<file path="config.mk">
export PLATFORM = sky130hd
export DESIGN_NAME = r_ecc_pipe
export DESIGN_NICKNAME = d
export VERILOG_FILES = /design/src/rtl/r_ecc_pipe.sv
export SDC_FILE = /design/constraint.sdc
export NUM_CORES = 1
export LEC_CHECK = 0
export CAP_MARGIN = 5
export CORE_ASPECT_RATIO = 1.1
export CORE_MARGIN = 1
export CORE_UTILIZATION = 25
export DETAILED_ROUTE_END_ITERATION = 6
export PLACE_DENSITY = 0.51
export SLEW_MARGIN = 40
export SYNTH_ARGS = -nofsm -noshare
export SYNTH_HDL_FRONTEND = slang
export SYNTH_SLANG_ARGS = --single-unit
</file>
<file path="constraint.sdc">
create_clock -name i_clk -period 4.3 [get_ports i_clk]
set_input_delay 1.075 -clock i_clk [delete_from_list [all_inputs] [get_ports i_clk]]
set_output_delay 1.075 -clock i_clk [all_outputs]
set_load 0.05 [all_outputs]
</file>
<file path="src/rtl/r_ecc_pipe.sv">
// Read-side SECDED checker/corrector: syndrome stage, then correct/flag stage.
// Latency: 2 cycles from i_vld to o_vld, one beat per cycle, beats independent.
// Backpressure: none; consumer must accept every o_vld beat.
//
// Ports:
//   i_clk, i_rst            clock, synchronous active-high reset
//   i_vld/i_data/i_chk      raw SRAM read beat (data + check bits)
//   i_addr                  read address, used only for the first-error log
//   i_correct_n             0 = correct single-bit errors, 1 = pass raw data
//   i_log_clr               clear error counters and first-error log
//   o_vld/o_data/o_chk      output beat (corrected or raw)
//   o_err_det/o_err_mult    any error / uncorrectable error on this beat
//   o_sbe_cnt/o_mbe_cnt     saturating single-/multi-bit error counts
//   o_log_*                 first-error log (valid, address, syndrome, multi-bit)
module r_ecc_pipe #(
  parameter int WDTH = 34,
  parameter int CBTS = 7,
  parameter int AW   = 12,
  parameter int CNTW = 16
) (
  input  logic            i_clk,
  input  logic            i_rst,
  input  logic            i_vld,
  input  logic [WDTH-1:0] i_data,
  input  logic [CBTS-1:0] i_chk,
  input  logic [AW-1:0]   i_addr,
  input  logic            i_correct_n,
  input  logic            i_log_clr,
  output logic            o_vld,
  output logic [WDTH-1:0] o_data,
  output logic [CBTS-1:0] o_chk,
  output logic            o_err_det,
  output logic            o_err_mult,
  output logic [CNTW-1:0] o_sbe_cnt,
  output logic [CNTW-1:0] o_mbe_cnt,
  output logic            o_log_vld,
  output logic [AW-1:0]   o_log_addr,
  output logic [CBTS-1:0] o_log_synd,
  output logic            o_log_mult
);

  localparam logic [CBTS-1:0] CHK_ONE = CBTS'(1);
  localparam logic [CNTW-1:0] CNT_MAX = '1;
  localparam logic [CNTW-1:0] CNT_ONE = CNTW'(1);

  // Data column j of the check matrix: the j-th odd-weight (>=3) code, taking all
  // weight-3 codes in ascending value first, then weight-5, and so on. Check-bit
  // columns are one-hot, so every column is distinct and odd-weight.
  function automatic logic [CBTS-1:0] col_code(input int j);
    int n;
    logic [CBTS-1:0] v;
    n = 0;
    col_code = '0;
    for (int w = 3; w <= CBTS; w += 2) begin
      for (int k = 0; k < (1 << CBTS); k++) begin
        v = k[CBTS-1:0];
        if ($countones(v) == w) begin
          if (n == j) col_code = v;
          n++;
        end
      end
    end
  endfunction

  logic [CBTS-1:0] cols [WDTH];

  for (genvar g = 0; g < WDTH; g++) begin : g_col
    localparam logic [CBTS-1:0] CODE = col_code(g);
    assign cols[g] = CODE;
  end

  // Stage 1 registers
  logic            s1_vld;
  logic [WDTH-1:0] s1_data;
  logic [CBTS-1:0] s1_chk;
  logic [AW-1:0]   s1_addr;
  logic [CBTS-1:0] s1_synd;
  logic            s1_cn;

  // Stage 2 side registers feeding the log
  logic [AW-1:0]   s2_addr;
  logic [CBTS-1:0] s2_synd;

  logic [CBTS-1:0] enc;
  logic [WDTH-1:0] dflip;
  logic [CBTS-1:0] cflip;
  logic            sbe;
  logic            mbe;

  always_comb begin
    enc = '0;
    for (int j = 0; j < WDTH; j++) begin
      if (i_data[j]) enc = enc ^ cols[j];
    end
  end

  // A syndrome equal to exactly one column is a single-bit error in that position;
  // any other nonzero syndrome is uncorrectable.
  always_comb begin
    dflip = '0;
    cflip = '0;
    for (int j = 0; j < WDTH; j++) dflip[j] = (s1_synd == cols[j]);
    for (int k = 0; k < CBTS; k++) cflip[k] = (s1_synd == (CHK_ONE << k));
    sbe = (|dflip) | (|cflip);
    mbe = (s1_synd != '0) & ~sbe;
  end

  // Counter/log events are taken from the beat currently presented at the outputs.
  logic sbe_ev;
  logic mbe_ev;
  logic err_ev;
  assign err_ev = o_vld & o_err_det;
  assign sbe_ev = err_ev & ~o_err_mult;
  assign mbe_ev = err_ev & o_err_mult;

  always_ff @(posedge i_clk) begin
    if (i_rst) begin
      s1_vld     <= 1'b0;
      s1_data    <= '0;
      s1_chk     <= '0;
      s1_addr    <= '0;
      s1_synd    <= '0;
      s1_cn      <= 1'b0;
      s2_addr    <= '0;
      s2_synd    <= '0;
      o_vld      <= 1'b0;
      o_data     <= '0;
      o_chk      <= '0;
      o_err_det  <= 1'b0;
      o_err_mult <= 1'b0;
      o_sbe_cnt  <= '0;
      o_mbe_cnt  <= '0;
      o_log_vld  <= 1'b0;
      o_log_addr <= '0;
      o_log_synd <= '0;
      o_log_mult <= 1'b0;
    end else begin
      s1_vld <= i_vld;
      if (i_vld) begin
        s1_data <= i_data;
        s1_chk  <= i_chk;
        s1_addr <= i_addr;
        s1_synd <= enc ^ i_chk;
        s1_cn   <= i_correct_n;
      end

      o_vld <= s1_vld;
      if (s1_vld) begin
        o_data     <= s1_cn ? s1_data : (s1_data ^ dflip);
        o_chk      <= s1_cn ? s1_chk  : (s1_chk ^ cflip);
        o_err_det  <= sbe | mbe;
        o_err_mult <= mbe;
        s2_addr    <= s1_addr;
        s2_synd    <= s1_synd;
      end

      // Clear wipes old state but the beat presented this cycle still counts.
      if (i_log_clr)                          o_sbe_cnt <= sbe_ev ? CNT_ONE : '0;
      else if (sbe_ev && o_sbe_cnt != CNT_MAX) o_sbe_cnt <= o_sbe_cnt + CNT_ONE;

      if (i_log_clr)                          o_mbe_cnt <= mbe_ev ? CNT_ONE : '0;
      else if (mbe_ev && o_mbe_cnt != CNT_MAX) o_mbe_cnt <= o_mbe_cnt + CNT_ONE;

      if (i_log_clr || !o_log_vld) begin
        o_log_vld  <= err_ev;
        o_log_addr <= err_ev ? s2_addr : '0;
        o_log_synd <= err_ev ? s2_synd : '0;
        o_log_mult <= err_ev & o_err_mult;
      end
    end
  end

endmodule

</file>
# Word-level counts from Yosys, hierarchy flattened
# Cells that the tools add are included.
[totals] register_bits=178 out_inout_bits=97 wordCells=161
[op_classes] n_addsub=2 eq_ne=43 mux=44 bitwise_logic=44 n_reduce_logical=9
[ops] operator="$mux 7" n=16
[ops] operator="$eq 7x7->1 const B" n=15
[ops] operator="$not 3->3" n=32
[ops] operator="$eq 7x6->1 const B" n=11
[ops] operator="$mux 16" n=4
[ops] operator="$mux 6" n=10
[ops] operator="$eq 7x5->1 const B" n=7
[ops] operator="$mux 34" n=1
[ops] operator="$reduce_or 34->1" n=1
[ops] operator="$xor 34x34->34" n=1
[ops] operator="$add 16x1->16 const B" n=2
[ops] operator="$ne 16x16->1 const B" n=2
[ops] operator="$mux 5" n=6
[ops] operator="$eq 7x4->1 const B" n=4
[ops] operator="$eq 7x3->1 const B" n=2
[ops] operator="$xor 7x7->7" n=2
[ops] operator="$mux 12" n=1
[ops] operator="$mux 4" n=3
[ops] operator="$eq 7x1->1 const B" n=1
[ops] operator="$eq 7x2->1 const B" n=1
[ops] operator="$reduce_bool 7->1" n=1
[ops] operator="$reduce_or 7->1" n=1
[ops] operator="$and 1x1->1" n=4
[ops] operator="$reduce_bool 2->1" n=2
[ops] operator="8 further kinds" n=12

# Logic depth before layout (Yosys ltp)
[depth] word_depth=68 ltp_mapped=7

# Worst setup path after synthesis
# No wires, ideal clock.
[synth_timing] path_type="input to register" from="input port i_data[21]" to="register s1_synd[2]" arrival_time_ns=2.310 slack_ns=1.911 cell_stages=5 path_cell_list="xnor3_1 xnor3_1 xnor2_1 xnor2_1 a211oi_2"
[synth_via] elab_chain_len=18
[synth_rtl] item="from (decl)" line="24" source="input logic [WDTH-1:0] i_data,"
[synth_rtl] item="$mux 7 (*)" line="93" source="if (i_data[j]) enc = enc ^ cols[j];"
[synth_rtl] item="$not 3->3 (no line)"
[synth_rtl] item="$mux 7 (*) (3 in series)" line="93"
[synth_rtl] item="$not 3->3 (no line)"
[synth_rtl] item="$mux 7 (*) (3 in series)" line="93"
[synth_rtl] item="$not 3->3 (no line)"
[synth_rtl] item="$mux 7 (*) (4 in series)" line="93"
[synth_rtl] item="$not 3->3 (no line)"
[synth_rtl] item="$mux 7 (*) (2 in series)" line="93"
[synth_rtl] item="$xor 7x7->7 (*)" line="143" source="s1_synd <= enc ^ i_chk;"
[synth_rtl] item="to (signal assigned)" line="143"
[synth_rtl] item="to (decl)" line="77" source="logic [CBTS-1:0] s1_synd;"
# Mark *: on every way between the ends. The rest lies on a longest branch, timed or not.
# A chain may end at the register's enable or synchronous reset.

# Worst setup path after layout
[layout_timing] from="register o_err_det" to="output port o_err_det"
[layout_rtl] item="from (decl)" line="32" source="output logic o_err_det,"
[layout_rtl] item="from (signal assigned)" line="151" source="o_err_det <= sbe | mbe;"
# No word-level cell between the ends.

==> flow_metrics.tcl <==
set metrics [dict create \
    initial_core_util 0.254 \
    ys_ff_latch 178 \
    grt_pass1_vias 6586 \
    tightest_slew_ns 0.819 \
    setup_violations 0 \
    yosysSeqAreaShare 0.422 \
    cts_buffers 17 \
    place.gp.congestion 0.792 \
    boundaryPins 155 \
    drt_pre_antenna_iters 5 \
    preCtsSetupSlack_ns 1.21 \
    vias_per_cell 4.67 \
    synthCells 916 \
    crit_chain "clkdlybuf4s50_1" \
    drv_cap 0 \
    setup_slack_ns 1.42 \
    wirelength_um 24400 \
    clock_path_buffers 2 \
    setup_tns_ns 0 \
    die_w_um 177 \
    drive_gt1_frac 0.0629 \
    synth_most_common_cell "dfxtp_1" \
    core_um2 33300 \
    peakVddDrop_mv 0.245 \
    avgSynthCellArea_um2 9.21 \
    worst_clock_skew_ns 0.0115 \
    syn2layout_area_growth_pct 30.4 \
    cts_resized 0 \
    drt-initial-drc-count 391 \
    synth_area_leaders "dfxtp_1 (42%), mux2i_1 (9.0%), nor2_1 (7.7%), xnor2_1 (5.6%), xor2_1 (5.6%)" \
    synthTopCellsByCount "dfxtp_1 (178), nor2_1 (173), mux2i_1 (76)" \
    power_density_nw_per_um2 406 \
    syn_nets 976 \
    startpoint_type "register" \
    rsz0062_at_grt "no" \
    worstSetupPathType "reg2out" \
    synth_cell_types 65 \
    port_buffers 154 \
    cp_slowest_cell "clkdlybuf4s50_1" \
    synth_edf_count 0 \
    clkSinkCount 178 \
    antenna_found_initial 0 \
    hpwl_um 17700 \
    fmax_mhz 348 \
    fin_util 0.331 \
    routedWlPerCell_um 16.5 \
    hold_violations 0 \
    max_stage_delay_ns 0.87 \
    grt.overflow.total 0 \
    syn_area_um2 8440 \
    cts_root_buffer "clkbuf_16" \
    clkSlewWorstSetupHoldPaths_ns 0.07 \
    cts.htree.levels 4 \
    ys.flop_type "dfxtp_1" \
    synthArstFlopShare 0 \
    insertion_delay_ns 0.43 \
    post_cts_buffers 0 \
    crit_family "buffers and inverters" \
    fp-row-count 70 \
    n_antenna_cell 0 \
    finalMaxSlewViolations 0 \
    yosysTopAreaCell "dfxtp_1" \
    arrival_ns 1.80 \
    status "completed" \
    drc 0 \
    hold_slack_ns 0.485 \
    fin_cells 1482 \
    fin_nets 1097 \
    path_max_fanout 7 \
    grt.total_usage 0.143 \
    hold_class "reg2reg" \
    leakage_nw 3.92 \
    grt_pass1_wl_um 38100 \
    period_needed_ns 2.88 \
    worst-path-buf-inv 1 \
    synth_top_area_share 0.422 \
    placedCellCount 1450 \
    cts_tree "yes" \
    ant_nets 0 \
    die_h_um 195 \
    critPathCaptureType "primary output" \
    grt_max_degree 57 \
    fillCellCount 3488 \
    dr_total_vias 6915 \
    yosysWarnings 0 \
    finalCritPeriodShare 0.669 \
    postCtsHoldBufs 0 \
    relSlewSlack 0.449 \
    die_area_um2 34500 \
    critPathRequiredTime_ns 3.22 \
]
==> flip-flops by register name, summed over array words and instances, names as in the netlist, 12 cells and up <==
signal      count
s2_addr        12
o_log_addr     12
o_data         34
s1_addr        12
s1_data        34
o_mbe_cnt      16
o_sbe_cnt      16
==> tightest hold or removal path: stages, from the launching register on <==
cell and delay, ns:
dfxtp_1 0.31, nor2_1 0.08, a211oi_1 0.05
==> layer usage <==
| layer | up-vias | part of all wire | GRT usage |
|---|---|---|---|
| met4 | 0 | 0.011 | 0.0399 |
| met1 | 3295 | 0.46 | 0.182 |
| met3 | 16 | 0.039 | 0.0293 |
| met5 | - | 0 | 0 |
| li1 | 3455 | - | - |
| met2 | 149 | 0.49 | 0.240 |
==> power by group <==
group          internal (W)  switching (W)  total, W  leakage [nW]
Sequential          0.00173       0.000162   0.00190          1.46
Combinational      0.000412       0.000493  0.000906          2.15
Clock              0.000994       0.000674   0.00167         0.311
==> cell families after synthesis <==
family,synth area share
and+or+nand+nor,0.183
DFF,0.422
xor gates and xnor gates,0.147
AOI/OAI and AO/OA,0.122
buffers and inverters,0.0335
muxes,0.0901
adders and majority gates,0.00296
==> through the flow <==
| stage | power [W] | area, um^2 |
|---|---|---|
| final | 0.00447 | 11000 |
| after global placement | 0.00283 | 10300 |
| after CTS | 0.00453 | 11000 |
| after floorplan | 0.00253 | 8440 |
| after detailed placement | 0.00284 | 10400 |
| after global routing | 0.00469 | 11000 |
==> placed cells by master (no fill, tap or decap), drive strengths merged, types with 13 or more instances in the layout <==
cell type      netlist  final
dfxtp              178    178
nor2               174    174
clkdlybuf4s50        0    152
mux2i               76     76
nand2               64     64
xor2                54     54
xnor2               54     54
a211oi              48     48
a22oi               21     21
clkbuf              36     20
a21oi               19     19
xnor3               13     13
==> area by class of cell <==
class                   count  area, um^2  share of cell area
clock inverters            12         179              0.0163
flip-flops and latches    178        3570               0.325
inverters                   9        33.8             0.00307
clock buffers              20         447              0.0406
multi-input cells         669        4630               0.421
repair buffers            162        1600               0.145
well taps                 432         541              0.0491
==> path summary, 6_finish.rpt <==
path         cells past startpoint  slack, ns  startpoint    endpoint
max                              1       1.42   o_err_det   o_err_det
min                              2       0.49    o_chk[2]    o_chk[2]
max reg2reg                      5       1.95  s1_synd[6]  o_data[23]
min reg2reg                      2       0.49    o_chk[2]    o_chk[2]
(Power assumes the default switching activity.)
